### src/rtl/lrelu_config_reader.sv
// rtl/lrelu_config_reader.sv - LeakyReLU configuration RAM read-side sequencer
//
// Replays the loaded configuration table in order once per output block:
// linear RAM read addresses tagged with {clr_i, w_sel}. A 4-entry output
// FIFO absorbs the fixed 2-cycle RAM read latency. Reads are credit
// controlled, so the FIFO cannot overflow. The result is a valid/ready
// stream with last, delivered to the LeakyReLU datapath.
//
// Optional feature macro: LRELU_READER_USER_EN
//   defined   - the {clr_i, w_sel} tag travels with each beat to m_user
//   undefined - no tag storage is built, and m_user is tied to 0
//
// Ports:
//   clk, rstn        clock, synchronous active-low reset
//   full             config table loaded (from the write-side counter)
//   start            begin a replay run (sampled only while idle)
//   kw2              kernel half-width, captured at start, clamped to CLR_I_MAX
//   reps             table replays per run, captured at start (0 acts as 1)
//   r_en, r_addr     RAM read request
//   r_data           RAM read data, valid 2 cycles after r_en
//   m_valid/m_ready  output stream handshake
//   m_data           output beat (one RAM row)
//   m_user           {clr_i, w_sel} of the beat
//   m_last           final beat of the final replay
//   busy             run in progress
//   done             one-cycle pulse after the m_last handshake
module lrelu_config_reader #(
  parameter int MEMBERS      = 12,
  parameter int WORD_W       = 16,
  parameter int KW_MAX       = 3,
  parameter int SEL_N        = 3,
  parameter int ADDR_PER_SEL = 4,
  parameter int REPS_W       = 16,
  parameter int CLR_I_MAX    = KW_MAX / 2,
  parameter int BITS_KW2     = $clog2(KW_MAX / 2 + 1),
  parameter int BITS_CLR_I   = $clog2(CLR_I_MAX + 1),
  parameter int BITS_W_SEL   = $clog2(SEL_N),
  parameter int BITS_R_ADDR  = $clog2((CLR_I_MAX + 1) * SEL_N * ADDR_PER_SEL)
) (
  input  logic                             clk,
  input  logic                             rstn,
  input  logic                             full,
  input  logic                             start,
  input  logic [BITS_KW2-1:0]              kw2,
  input  logic [REPS_W-1:0]                reps,
  output logic                             r_en,
  output logic [BITS_R_ADDR-1:0]           r_addr,
  input  logic [MEMBERS*WORD_W-1:0]        r_data,
  output logic                             m_valid,
  input  logic                             m_ready,
  output logic [MEMBERS*WORD_W-1:0]        m_data,
  output logic [BITS_CLR_I+BITS_W_SEL-1:0] m_user,
  output logic                             m_last,
  output logic                             busy,
  output logic                             done
);

  localparam int DATA_W     = MEMBERS * WORD_W;
  localparam int USER_W     = BITS_CLR_I + BITS_W_SEL;
  localparam int BITS_A     = (ADDR_PER_SEL > 1) ? $clog2(ADDR_PER_SEL) : 1;
  localparam int FIFO_DEPTH = 4;

  localparam logic [BITS_A-1:0]     A_LAST     = BITS_A'(ADDR_PER_SEL - 1);
  localparam logic [BITS_W_SEL-1:0] W_LAST     = BITS_W_SEL'(SEL_N - 1);
  localparam logic [BITS_CLR_I-1:0] CLR_I_LAST = BITS_CLR_I'(CLR_I_MAX);

  typedef enum logic [1:0] {
    IDLE,
    RUN,
    DRAIN
  } state_t;

  state_t state_q, state_d;

  // Run configuration, captured at start
  logic [BITS_CLR_I-1:0]  kw2_q;
  logic [REPS_W-1:0]      reps_last_q;
  logic [BITS_CLR_I-1:0]  kw2_clamped;

  // Issue-side loop counters
  logic [BITS_A-1:0]      a_q;
  logic [BITS_W_SEL-1:0]  w_sel_q;
  logic [BITS_CLR_I-1:0]  clr_i_q;
  logic [REPS_W-1:0]      rep_q;
  logic [BITS_R_ADDR-1:0] addr_q;

  // Read-latency pipe: one stage per RAM cycle
  logic pipe_v1_q, pipe_v2_q;
  logic last1_q, last2_q;

  // Output FIFO
  logic [DATA_W-1:0] fifo_data [FIFO_DEPTH];
  logic              fifo_last [FIFO_DEPTH];
  logic [1:0]        wr_ptr_q, rd_ptr_q;
  logic [2:0]        fifo_count_q;

  logic       start_acc;
  logic       credit_ok;
  logic       issue;
  logic       replay_end;
  logic       issue_last;
  logic       push;
  logic       pop;
  logic [2:0] in_flight;
  logic       done_q;

  assign kw2_clamped = (int'(kw2) > CLR_I_MAX) ? CLR_I_LAST : BITS_CLR_I'(kw2);

  assign start_acc = (state_q == IDLE) && start && full;

  // A read is allowed only when every outstanding read plus every buffered
  // beat still fits in the FIFO. This keeps the FIFO from overflowing even
  // if the consumer stalls indefinitely.
  assign in_flight = {2'b00, pipe_v1_q} + {2'b00, pipe_v2_q};
  assign credit_ok = (in_flight + fifo_count_q) < 3'd4;
  assign issue     = (state_q == RUN) && credit_ok;

  assign replay_end = (a_q == A_LAST) && (w_sel_q == W_LAST) && (clr_i_q == kw2_q);
  assign issue_last = replay_end && (rep_q == reps_last_q);

  assign push = pipe_v2_q;
  assign pop  = m_valid && m_ready;

  // State register
  always_ff @(posedge clk) begin
    if (!rstn) begin
      state_q <= IDLE;
    end else begin
      state_q <= state_d;
    end
  end

  // Next-state logic
  always_comb begin
    state_d = state_q;
    case (state_q)
      IDLE:    if (start_acc) state_d = RUN;
      RUN:     if (issue && issue_last) state_d = DRAIN;
      DRAIN:   if (pop && m_last) state_d = IDLE;
      default: state_d = IDLE;
    endcase
  end

  // Address and tag counters: row innermost, then w_sel, then clr_i.
  // The linear address wraps to 0 at every replay boundary.
  always_ff @(posedge clk) begin
    if (!rstn) begin
      kw2_q       <= '0;
      reps_last_q <= '0;
      a_q         <= '0;
      w_sel_q     <= '0;
      clr_i_q     <= '0;
      rep_q       <= '0;
      addr_q      <= '0;
    end else if (start_acc) begin
      kw2_q       <= kw2_clamped;
      reps_last_q <= (reps == '0) ? '0 : reps - 1'b1;
      a_q         <= '0;
      w_sel_q     <= '0;
      clr_i_q     <= '0;
      rep_q       <= '0;
      addr_q      <= '0;
    end else if (issue) begin
      addr_q <= replay_end ? '0 : addr_q + 1'b1;
      if (a_q != A_LAST) begin
        a_q <= a_q + 1'b1;
      end else begin
        a_q <= '0;
        if (w_sel_q != W_LAST) begin
          w_sel_q <= w_sel_q + 1'b1;
        end else begin
          w_sel_q <= '0;
          if (clr_i_q != kw2_q) begin
            clr_i_q <= clr_i_q + 1'b1;
          end else begin
            clr_i_q <= '0;
            rep_q   <= rep_q + 1'b1;
          end
        end
      end
    end
  end

  // Read-latency pipe. The last flag is decided at issue time and then
  // travels alongside the read, so the FIFO side never has to count beats.
  always_ff @(posedge clk) begin
    if (!rstn) begin
      pipe_v1_q <= 1'b0;
      pipe_v2_q <= 1'b0;
      last1_q   <= 1'b0;
      last2_q   <= 1'b0;
    end else begin
      pipe_v1_q <= issue;
      pipe_v2_q <= pipe_v1_q;
      last1_q   <= issue && issue_last;
      last2_q   <= last1_q;
    end
  end

  // Output FIFO
  always_ff @(posedge clk) begin
    if (!rstn) begin
      for (int i = 0; i < FIFO_DEPTH; i++) begin
        fifo_data[i] <= '0;
        fifo_last[i] <= 1'b0;
      end
      wr_ptr_q     <= '0;
      rd_ptr_q     <= '0;
      fifo_count_q <= '0;
    end else begin
      if (push) begin
        fifo_data[wr_ptr_q] <= r_data;
        fifo_last[wr_ptr_q] <= last2_q;
        wr_ptr_q            <= wr_ptr_q + 2'd1;
      end
      if (pop) begin
        rd_ptr_q <= rd_ptr_q + 2'd1;
      end
      case ({push, pop})
        2'b10:   fifo_count_q <= fifo_count_q + 3'd1;
        2'b01:   fifo_count_q <= fifo_count_q - 3'd1;
        default: ;
      endcase
    end
  end

`ifdef LRELU_READER_USER_EN
  logic [USER_W-1:0] tag1_q, tag2_q;
  logic [USER_W-1:0] fifo_tag [FIFO_DEPTH];

  always_ff @(posedge clk) begin
    if (!rstn) begin
      tag1_q <= '0;
      tag2_q <= '0;
      for (int i = 0; i < FIFO_DEPTH; i++) begin
        fifo_tag[i] <= '0;
      end
    end else begin
      tag1_q <= {clr_i_q, w_sel_q};
      tag2_q <= tag1_q;
      if (push) begin
        fifo_tag[wr_ptr_q] <= tag2_q;
      end
    end
  end

  assign m_user = fifo_tag[rd_ptr_q];
`else
  assign m_user = {USER_W{1'b0}};
`endif

  always_ff @(posedge clk) begin
    if (!rstn) begin
      done_q <= 1'b0;
    end else begin
      done_q <= pop && m_last;
    end
  end

  assign r_en    = issue;
  assign r_addr  = addr_q;
  assign m_valid = (fifo_count_q != 3'd0);
  assign m_data  = fifo_data[rd_ptr_q];
  assign m_last  = m_valid && fifo_last[rd_ptr_q];
  assign busy    = (state_q != IDLE);
  assign done    = done_q;

endmodule

### config.mk
export PLATFORM = sky130hd
export DESIGN_NAME = lrelu_config_reader
export DESIGN_NICKNAME = d
export VERILOG_FILES = /design/src/rtl/lrelu_config_reader.sv
export SDC_FILE = /design/constraint.sdc
export NUM_CORES = 1
export LEC_CHECK = 0
export ABC_AREA = 1
export CORE_MARGIN = 1
export CORE_UTILIZATION = 30
export CTS_BUF_LIST = sky130_fd_sc_hd__clkbuf_4 sky130_fd_sc_hd__clkbuf_8
export DETAILED_ROUTE_END_ITERATION = 7
export GPL_ROUTABILITY_DRIVEN = 0
export GPL_TIMING_DRIVEN = 0
export PLACE_DENSITY = 0.52
export SETUP_SLACK_MARGIN = 0.3
export SYNTH_ARGS = -nofsm -noshare
export SYNTH_HDL_FRONTEND = slang
export SYNTH_SLANG_ARGS = --single-unit
### constraint.sdc
create_clock -name clk -period 15.73 [get_ports clk]
set_input_delay 3.146 -clock clk [delete_from_list [all_inputs] [get_ports clk]]
set_output_delay 3.146 -clock clk [all_outputs]
set_load 0.02 [all_outputs]
# Word level (Yosys, flattened, before mapping)
# Memory sizes are Yosys's and may differ from the RTL's. A register that Yosys moved wholly into a read port is not among the register bits.
# Cells that the tools add are included.
# totals
regBits	57
mem_bits_rw	772
inputBits	214
out_inout_bits	205
wordCells	95
memories	2
# mem_list
memory	depth	width	read_ports	rd_clocked_by_memory_dff	wr	line	text
fifo_data	4	192	1	1	4	92	logic [DATA_W-1:0] fifo_data [FIFO_DEPTH];
fifo_last	4	1	1	1	4	93	logic fifo_last [FIFO_DEPTH];
# op_classes
addsub	12
n_lt_le_gt_ge	1
eq_ne	14
muxes	24
bitwise_logic	4
reduce_logical	22
# op_table
cell	n
192-bit two-way mux	1
192-bit OR reduction	1
2-bit two-way mux	11
16-bit by 1-bit adder with 16-bit output (second input constant)	1
16-bit == test	1
16-bit zero test	1
16-bit two-way mux	1
16-bit by 1-bit subtractor with 16-bit output (second input constant)	1
1-bit logical AND	10
2-bit by 1-bit adder with 2-bit output (second input constant)	4
2-bit == test (second input constant)	4
1-bit two-way mux	8
2-bit inequality test (second input constant)	4
2-bit one-hot mux with 3 select lines	1
3-bit one-hot mux with 2 select lines	1
3-bit AND reduction	2
5-bit by 1-bit adder with 5-bit output (second input constant)	1
5-bit two-way mux	1
2-bit by 1-bit == test with 1-bit output (second input constant)	2
1-bit NOT	4
4-bit AND reduction	1
2-bit nonzero test	2
2-bit by 3-bit adder with 3-bit output	1
3-bit by 1-bit adder with 3-bit output (second input constant)	1
12 further kinds	12

# Logic depth before layout (Yosys ltp)
# Gate-level depths: netlist (run 1).
# depth
ltp_word	7
ltp_mapped	11
ltp_nobuf	10

# Worst setup path after synthesis (run 1)
# Ideal clock, no wire load.
# synth_path
path_kind	register to register
start	reg pipe_v2_q
end	mem fifo_data[3][0] in the netlist's numbering (enable)
setup_ns	1.031
arrival_time_ns	14.549
t_required_ns	14.699
slack_ns	0.150
stages_incl_launch_ff	3
path_buffers	0
synth_period_minus_slack_ns	15.580
cell_sequence	dfxtp_1 -> inv_1 -> o31ai_1
# synth_rtl
item	line	text
start, declared	88	logic pipe_v1_q, pipe_v2_q;
start signal, assigned	194	pipe_v2_q <= pipe_v1_q;
end, declared	92	

==> results of run 1 <==
[worst max-delay path, delay by kind of cell (launching register included)]
family / cells / cell delay, ns
compound gates: 2 / 0.64
flops: 1 / 0.39
buf+inv: 4 / 2.33
[area by class of cell]
cell class              count  area, sq um  share of cell area (%)
repair buffers            441         4840                    10.6
plain buffers             247         1090                    2.39
well taps                1600         2000                    4.38
flip-flops and latches    831        24300                    53.2
diodes                      4         10.0                  0.0219
inverters                 263          987                    2.16
multi-input cells        2110         9560                    20.9
clock inverters            62          395                   0.864
clock buffers             208         2520                    5.52
[where the power goes]
| part | total [W] | internal [W] | switching, W |
|---|---|---|---|
| combinational | 0.000602 | 0.000225 | 0.000377 |
| clock | 0.00202 | 0.00108 | 0.000945 |
| sequential | 0.00251 | 0.00249 | 0.0000206 |
| total | 0.00513 | 0.00379 | 0.00134 |
[routing by layer]
metal | track usage [%] | routed length, um
met4 | 6.29 | 2940
met3 | 4.07 | 8680
met1 | 26.2 | 51700
met5 | 0 | 34
met2 | 31.3 | 56300
[state kept, by name (all words and copies together) (netlist names), named ones only]
name,flops
r_addr,5
fifo_data,768
state_q,2
kw2_q,1
w_sel_q,2
last1_q,1
fifo_last,4
rd_ptr_q,2
clr_i_q,1
rep_q,16
a_q,2
pipe_v1_q,1
reps_last_q,16
pipe_v2_q,1
fifo_count_q,3
last2_q,1
done,1
wr_ptr_q,2
[stage by stage]
step / setup TNS (ns) / instances / hold slack, ns / utilization (%) / setup WS, ns
global route: 0 / 5764 / 0.476 / 38.6 / 8.10
finish: 0 / 5766 / 0.459 / 38.6 / 8.38
detailed placement: 0 / 5492 / 0.440 / 36.2 / 9.12
floorplan: 0 / 3451 / 0.390 / - / 6.25
global placement: -280.62 / 5465 / 0.445 / 35.5 / -1.48
CTS: 0 / 5762 / 0.455 / 38.6 / 8.15
[worst paths after layout]
path | to | start | depth (start not counted) | slack [ns]
worst max-delay path | m_data[88] | flop | 6 | 8.38
worst min-delay path | last2_q | last1_q | 2 | 0.46
worst min register to register | last2_q | last1_q | 2 | 0.46
worst max register to register | fifo_data[1][68] | pipe_v2_q | 7 | 12.51
[synthesized netlist by cell type (2+ instances only)]
master,number
and2_1,2
o21ai_0,402
nand2_1,166
buf_1,11
a21o_1,2
clkbuf_2,7
xnor2_1,5
ha_1,8
clkbuf_1,131
buf_4,5
o22ai_1,203
nand3_1,32
edfxtp_1,769
dfxtp_1,62
nand2_2,3
a21oi_1,32
buf_2,90
inv_2,2
nor2_1,1028
nor3_1,197
buf_6,2
inv_1,261
xor2_1,15
nand4_1,3
[logic make-up (layout without fill, tap and decap cells)]
logic type | count (synthesis) | after routing | share of synthesized area [%]
and+or+nand+nor | 1435 | 1435 | 15.9
DFF | 831 | 831 | 67.7
AOI/OAI and AO/OA | 643 | 643 | 9.71
buffers and inverters | 510 | 1221 | 5.79
xor gates and xnor gates | 20 | 20 | 0.488
adders and majority gates | 9 | 9 | 0.334
other | 1 | 7 | 0.0104
==> results_tabular.tex, run 1 <==
\begin{tabular}{lr}
\hline
Metric & Value \\
\hline
\multicolumn{2}{l}{\textbf{Finish}} \\
FILL cells & 11,900 \\
Most common cell after layout, fill and taps aside & nor2\_1 \\
Top library cells by usage in the layout, fill and taps aside & nor2\_1 (1,028), edfxtp\_1 (769), clkdlybuf4s50\_1 (414) \\
Design Area, Final & 45,700 sq um \\
Ratio of cells with drive above 1 in the final layout & 9.25\% \\
Area added between synthesis and finish & 27.3\% \\
Number of nets in the final layout & around 4,300 \\
\multicolumn{2}{l}{\textbf{Global routing}} \\
Total routing usage reported by global routing & between 10\% and 20\% \\
Antenna violations before repair & 11 \\
Pin count of the biggest net entering global routing & 56 \\
First-pass GRT wire length & about 180,000 um \\
Number of global-route vias before repair & 27,700 \\
Residual overflow from global routing & 0 \\
\multicolumn{2}{l}{\textbf{STA}} \\
Number of hold-slack violations in the final timing report & 0 \\
Top achievable clock speed & 136 MHz \\
Worst clock skew on the final layout & 0.0428 ns \\
Slew of the pin with the lowest slew margin & 1.29 ns \\
Final Critical Period & $\sim$7.3 ns \\
Number of pins exceeding their max-slew limit in the final report & 0 \\
Final Setup Violations & 0 \\
Unrepaired setup endpoints after global routing & no \\
Final period utilization & 46.7\% \\
Worst relative slew slack & 13.8\% \\
\multicolumn{2}{l}{\textbf{Placement}} \\
Detailed placement HPWL & 78,600 um \\
Number of I/O port buffers & 414 \\
Instance area at placement & between 40,000 and 50,000 sq um \\
\multicolumn{2}{l}{\textbf{Setup path}} \\
Cell breakdown of the critical path & inv\_1 -> clkbuf\_1 -> clkbuf\_1 -> o21ai\_0 -> o22ai\_1 -> clkdlybuf4s50\_1 \\
Required time at the endpoint of the critical path & between 10 and 15 ns \\
Worst Path Arrival & about 4.2 ns \\
Setup CP Type & reg -> out \\
Critical path startpoint category & flop \\
Library cell appearing most often on the critical path & clkbuf\_1 \\
CP endpoint kind & output pin \\
Max FO, Critical Path & 10 \\
Crit-path max cell delay & 0.92 ns \\
Cell with the largest stage delay on the worst path & clkbuf\_1 \\
\multicolumn{2}{l}{\textbf{Routing}} \\
Total via count after detailed routing & between 20,000 and 30,000 \\
Average vias per placed instance & 4.79 \\
WL final & 120,000 um \\
Drt wl/cell & 20.7 um \\
Total DRC errors in the routed layout & 0 \\
Residual antenna-violating net count after detailed routing & 0 \\
Number of search-and-repair iterations in the first detailed-routing pass & 5 \\
Initial DRC Count & 2,061 \\
\multicolumn{2}{l}{\textbf{Clocking}} \\
CTS Buf Count & 148 \\
Total number of clock tree sinks & 831 \\
TritonCTS clock tree & built \\
Post-CTS setup-driven buffer insertion count & 0 \\
Buffer type at the clock tree root & clkbuf\_8 \\
Deepest clock path buffer count & 3 \\
Cts hold-fix bufs & 0 \\
H-tree lvl count & 4 \\
Post-CTS sizing & 0 \\
CTS clock-pin slew for the worst setup and hold paths & 0.06 ns \\
Clock latency on the worst-skew pair & 0.82 ns \\
\multicolumn{2}{l}{\textbf{Synthesis}} \\
Post-synthesis async set-or-reset flop share & 0\% \\
Top cells by area in the synthesized netlist & edfxtp\_1 (64\%), nor2\_1 (11\%), o21ai\_0 (5.6\%) \\
Sequential cell area fraction in the yosys report & roughly two thirds \\
Total of flip-flops plus latches after synthesis & 831 \\
Avg Inst Size Synth & 10.4 sq um \\
Synthesized netlist cell count & 3,449 \\
Post-synth EDFFs & roughly 770 \\
Dominant synthesized flop cell & edfxtp\_1 \\
Cell Area, Synth & 35,900 sq um \\
Warnings from Yosys & 0 \\
Distinct cells, synth & 35 \\
Area share of the largest cell type after synthesis & 64.3\% \\
Largest area contributor in the synthesized netlist & edfxtp\_1 \\
\multicolumn{2}{l}{\textbf{Floorplanning}} \\
Area of the die & 121,000 sq um \\
Core ar. & between 100,000 and 150,000 sq um \\
X dimension of the die & 348 um \\
Starting density of the core & 30.3\% \\
I/O pin total & $\sim$420 \\
Height of the chip & between 300 and 400 um \\
Cell Rows & $\sim$130 \\
\multicolumn{2}{l}{\textbf{Status}} \\
Outcome & complete, no violations \\
\multicolumn{2}{l}{\textbf{Power}} \\
Power after layout & 0.00513 W \\
Highest ir drop seen on vdd & around 0.067 mV \\
Leakage power & about 17 nW \\
Total power per unit cell area & 112 nW/um\^{}2 \\
\multicolumn{2}{l}{\textbf{Worst hold path}} \\
Type of the worst min-delay path & reg -> reg \\
\multicolumn{2}{l}{\textbf{Flow run}} \\
Number of maximum-capacitance constraint violations & 0 \\
\hline
\end{tabular}
Power figures use the tool's default switching activity.
==> run 2, diff against run 1 <==
--- a/config.mk
+++ b/config.mk
@@ -12,7 +12,7 @@
 export DETAILED_ROUTE_END_ITERATION = 7
 export GPL_ROUTABILITY_DRIVEN = 0
 export GPL_TIMING_DRIVEN = 0
-export PLACE_DENSITY = 0.52
+export PLACE_DENSITY = 0.5
 export SETUP_SLACK_MARGIN = 0.3
 export SYNTH_ARGS = -nofsm -noshare
 export SYNTH_HDL_FRONTEND = slang
==> constraint.sdc (replaced) <==
create_clock -name clk -period 7.2 [get_ports clk]
set_input_delay 1.44 -clock clk [delete_from_list [all_inputs] [get_ports clk]]
set_output_delay 1.44 -clock clk [all_outputs]
set_load 0.02 [all_outputs]
==> run 2 against run 1 <==
Net effect:
- sequential share of layout area is 0.25 points higher
- via count is 0.63% lower
- register-to-register slack worse by 8.6 ns
- hold slack worse by 0.020 ns
- sequential power is 120% higher
- die area stayed put
- first-iteration DRC count is 10% lower
- global-route usage is 0.10 points lower
- non-clock buffer count is 3 lower
- total power is 120% higher
- critical path depth stayed put
- combinational power is 120% higher
- critical endpoint is now m_data[114]
- largest power group unchanged
- highest routed layer unchanged
==> results_tabular.tex, run 2 (same netlist as run 1, synthesis figures left out) <==
\begin{tabular}{lr}
\hline
Metric & Value \\
\hline
\multicolumn{2}{l}{\textbf{Setup path}} \\
Worst Path Arrival & 3.94 ns (was 4.20 ns) \\
Required time at the endpoint of the critical path & 5.76 ns (was 12.58 ns) \\
Critical path startpoint category & flop (unchanged) \\
CP endpoint kind & output pin (unchanged) \\
Max FO, Critical Path & 10 (unchanged) \\
Setup CP Type & reg -> out (unchanged) \\
\multicolumn{2}{l}{\textbf{Global routing}} \\
Peak-usage layer in the global routing report & met2 (unchanged) \\
Total routing usage reported by global routing & 19.4\% (was 19.5\%) \\
Pin count of the biggest net entering global routing & 83 (was 56) \\
Antenna violations before repair & 12 (was 11) \\
Met2 global-route usage & 31.6\% (was 31.3\%) \\
Residual overflow from global routing & 0 (unchanged) \\
Number of global-route vias before repair & 27,400 (was 27,700) \\
Met3 Use GR & 4.23\% (was 4.07\%) \\
Global routing usage on met1 & 25.2\% (was 26.2\%) \\
First-pass GRT wire length & 174,000 um (was 176,000 um) \\
\multicolumn{2}{l}{\textbf{Finish}} \\
Flip-flop count of the largest register after layout & 768 (unchanged) \\
Registers with the highest flip-flop counts & fifo\_data: 768 flops, rep\_q: 16 flops, reps\_last\_q: 16 flops (unchanged) \\
Area added between synthesis and finish & 26.7\% (was 27.3\%) \\
Design Area, Final & 45,500 sq um (was 45,700 sq um) \\
Ratio of cells with drive above 1 in the final layout & 8.98\% (was 9.25\%) \\
Number of nets in the final layout & 4,263 (was 4,265) \\
Top library cells by usage in the layout, fill and taps aside & nor2\_1 (1,028), edfxtp\_1 (769), clkdlybuf4s50\_1 (414) (unchanged) \\
Multi-input gate area in the final layout & 9570 sq um (was 9560 sq um) \\
Largest register by flop count & fifo\_data (unchanged) \\
Area used by sequential logic in the layout & 24,300 sq um (unchanged) \\
FILL cells & 11,900 (about the same) \\
Most common cell after layout, fill and taps aside & nor2\_1 (unchanged) \\
\multicolumn{2}{l}{\textbf{Clocking}} \\
Total number of clock tree sinks & 831 (unchanged) \\
CTS clock-pin slew for the worst setup and hold paths & 0.06 ns (about the same) \\
TritonCTS clock tree & built (unchanged) \\
H-tree lvl count & 4 (unchanged) \\
Clock latency on the worst-skew pair & 0.84 ns (was 0.82 ns) \\
Post-CTS setup-driven buffer insertion count & 0 (unchanged) \\
Deepest clock path buffer count & 3 (unchanged) \\
Post-CTS sizing & 0 (unchanged) \\
Cts hold-fix bufs & 0 (unchanged) \\
Buffer type at the clock tree root & clkbuf\_8 (unchanged) \\
CTS Buf Count & 149 (was 148) \\
\multicolumn{2}{l}{\textbf{Routing}} \\
Total DRC errors in the routed layout & 0 (unchanged) \\
Initial DRC Count & 1,850 (was 2,061) \\
Drt wl/cell & 20.7 um (about the same) \\
WL final & 119,000 um (was 120,000 um) \\
Total via count after detailed routing & 27,400 (was 27,600) \\
Average vias per placed instance & 4.77 (was 4.79) \\
Number of search-and-repair iterations in the first detailed-routing pass & 5 (unchanged) \\
Residual antenna-violating net count after detailed routing & 0 (unchanged) \\
\multicolumn{2}{l}{\textbf{Placement}} \\
Instance area at placement & 42,600 sq um (was 42,800 sq um) \\
Detailed placement HPWL & 77,800 um (was 78,600 um) \\
Number of I/O port buffers & 414 (unchanged) \\
\multicolumn{2}{l}{\textbf{STA}} \\
Final Critical Period & around 5.4 ns \\
Worst relative slew slack & 8.72\% (was 13.8\%) \\
Number of pins exceeding their max-slew limit in the final report & 0 (unchanged) \\
Final period utilization & 74.8\% \\
Final Setup Violations & 0 (unchanged) \\
Number of hold-slack violations in the final timing report & 0 (unchanged) \\
Hold slack final & 0.439 ns (was 0.459 ns) \\
Unrepaired setup endpoints after global routing & no (unchanged) \\
Slew of the pin with the lowest slew margin & 1.37 ns (was 1.29 ns) \\
Worst clock skew on the final layout & 0.0535 ns (was 0.0428 ns) \\
Top achievable clock speed & $\sim$190 MHz \\
\multicolumn{2}{l}{\textbf{Floorplanning}} \\
Height of the chip & 348 um (unchanged) \\
X dimension of the die & 348 um (unchanged) \\
Cell Rows & 126 (unchanged) \\
Starting density of the core & 30.3\% (unchanged) \\
I/O pin total & 419 (unchanged) \\
Core ar. & 118,000 sq um (unchanged) \\
Area of the die & 121,000 sq um (unchanged) \\
\multicolumn{2}{l}{\textbf{Status}} \\
Outcome & complete, no violations (unchanged) \\
\multicolumn{2}{l}{\textbf{Power}} \\
Leakage power & 17.2 nW (was 17.3 nW) \\
Total power per unit cell area & 246 nW/um\^{}2 (was 112 nW/um\^{}2) \\
Highest ir drop seen on vdd & 0.148 mV (was 0.0671 mV) \\
\multicolumn{2}{l}{\textbf{Worst hold path}} \\
Type of the worst min-delay path & reg -> reg (unchanged) \\
\multicolumn{2}{l}{\textbf{Flow run}} \\
Number of maximum-capacitance constraint violations & 0 (unchanged) \\
\hline
\end{tabular}
## run 2: power breakdown
group / switching (W) / internal [W] / leakage [nW]
Clock: 0.00201 / 0.00240 / 1.52
Combinational: 0.000817 / 0.000480 / 7.24
Sequential: 0.0000443 / 0.00544 / 8.44
## run 2: layer usage
layer | wire, um | up-vias
li1 | - | 13000
met1 | 51200 | 13300
met2 | 56400 | 864
met3 | 8000 | 217
met4 | 3680 | 8
met5 | 49 | -
## run 2: worst paths after layout
kind,from,end,slack (ns),cells past startpoint
min reg2reg,last1_q,last2_q,0.44,2
min,last1_q,last2_q,0.44,2
max reg2reg,pipe_v2_q,fifo_data[0][52],3.90,7
max,flop,m_data[114],1.82,6
## run 2: final cells by class
| type | count | share of cell area (%) |
|---|---|---|
| sequential | 831 | 53.5 |
| antenna | 7 | 0.0385 |
| buffer | 247 | 2.41 |
| tap | 1600 | 4.40 |
| inverter | 263 | 2.17 |
| multi-input combinational | 2110 | 21.0 |
| timing repair buffer | 438 | 10.2 |
| clock buffer | 211 | 5.64 |
| clock inverter | 44 | 0.717 |
## run 2: worst max-delay path, stage by stage, from the launching register on
cell	delay, ns
dfxtp_1	0.39
inv_1	0.21
clkbuf_1	0.77
clkbuf_1	0.46
o21ai_0	0.17
o22ai_1	0.37
clkdlybuf4s50_1	0.70
## run 2: stage by stage
step           instances  setup TNS, ns  setup WS (ns)  power, W  util, %
2_1_floorplan       3451              0          0.413   0.00621        -
3_3_place_gp        5465       -2420.28          -4.66   0.00693     35.6
3_5_place_dp        5489              0           2.39   0.00690     36.0
4_1_cts             5744              0           1.71    0.0113     38.4
5_1_grt             5748              0           1.59    0.0116     38.4
6_report            5751              0           1.82    0.0112     38.5
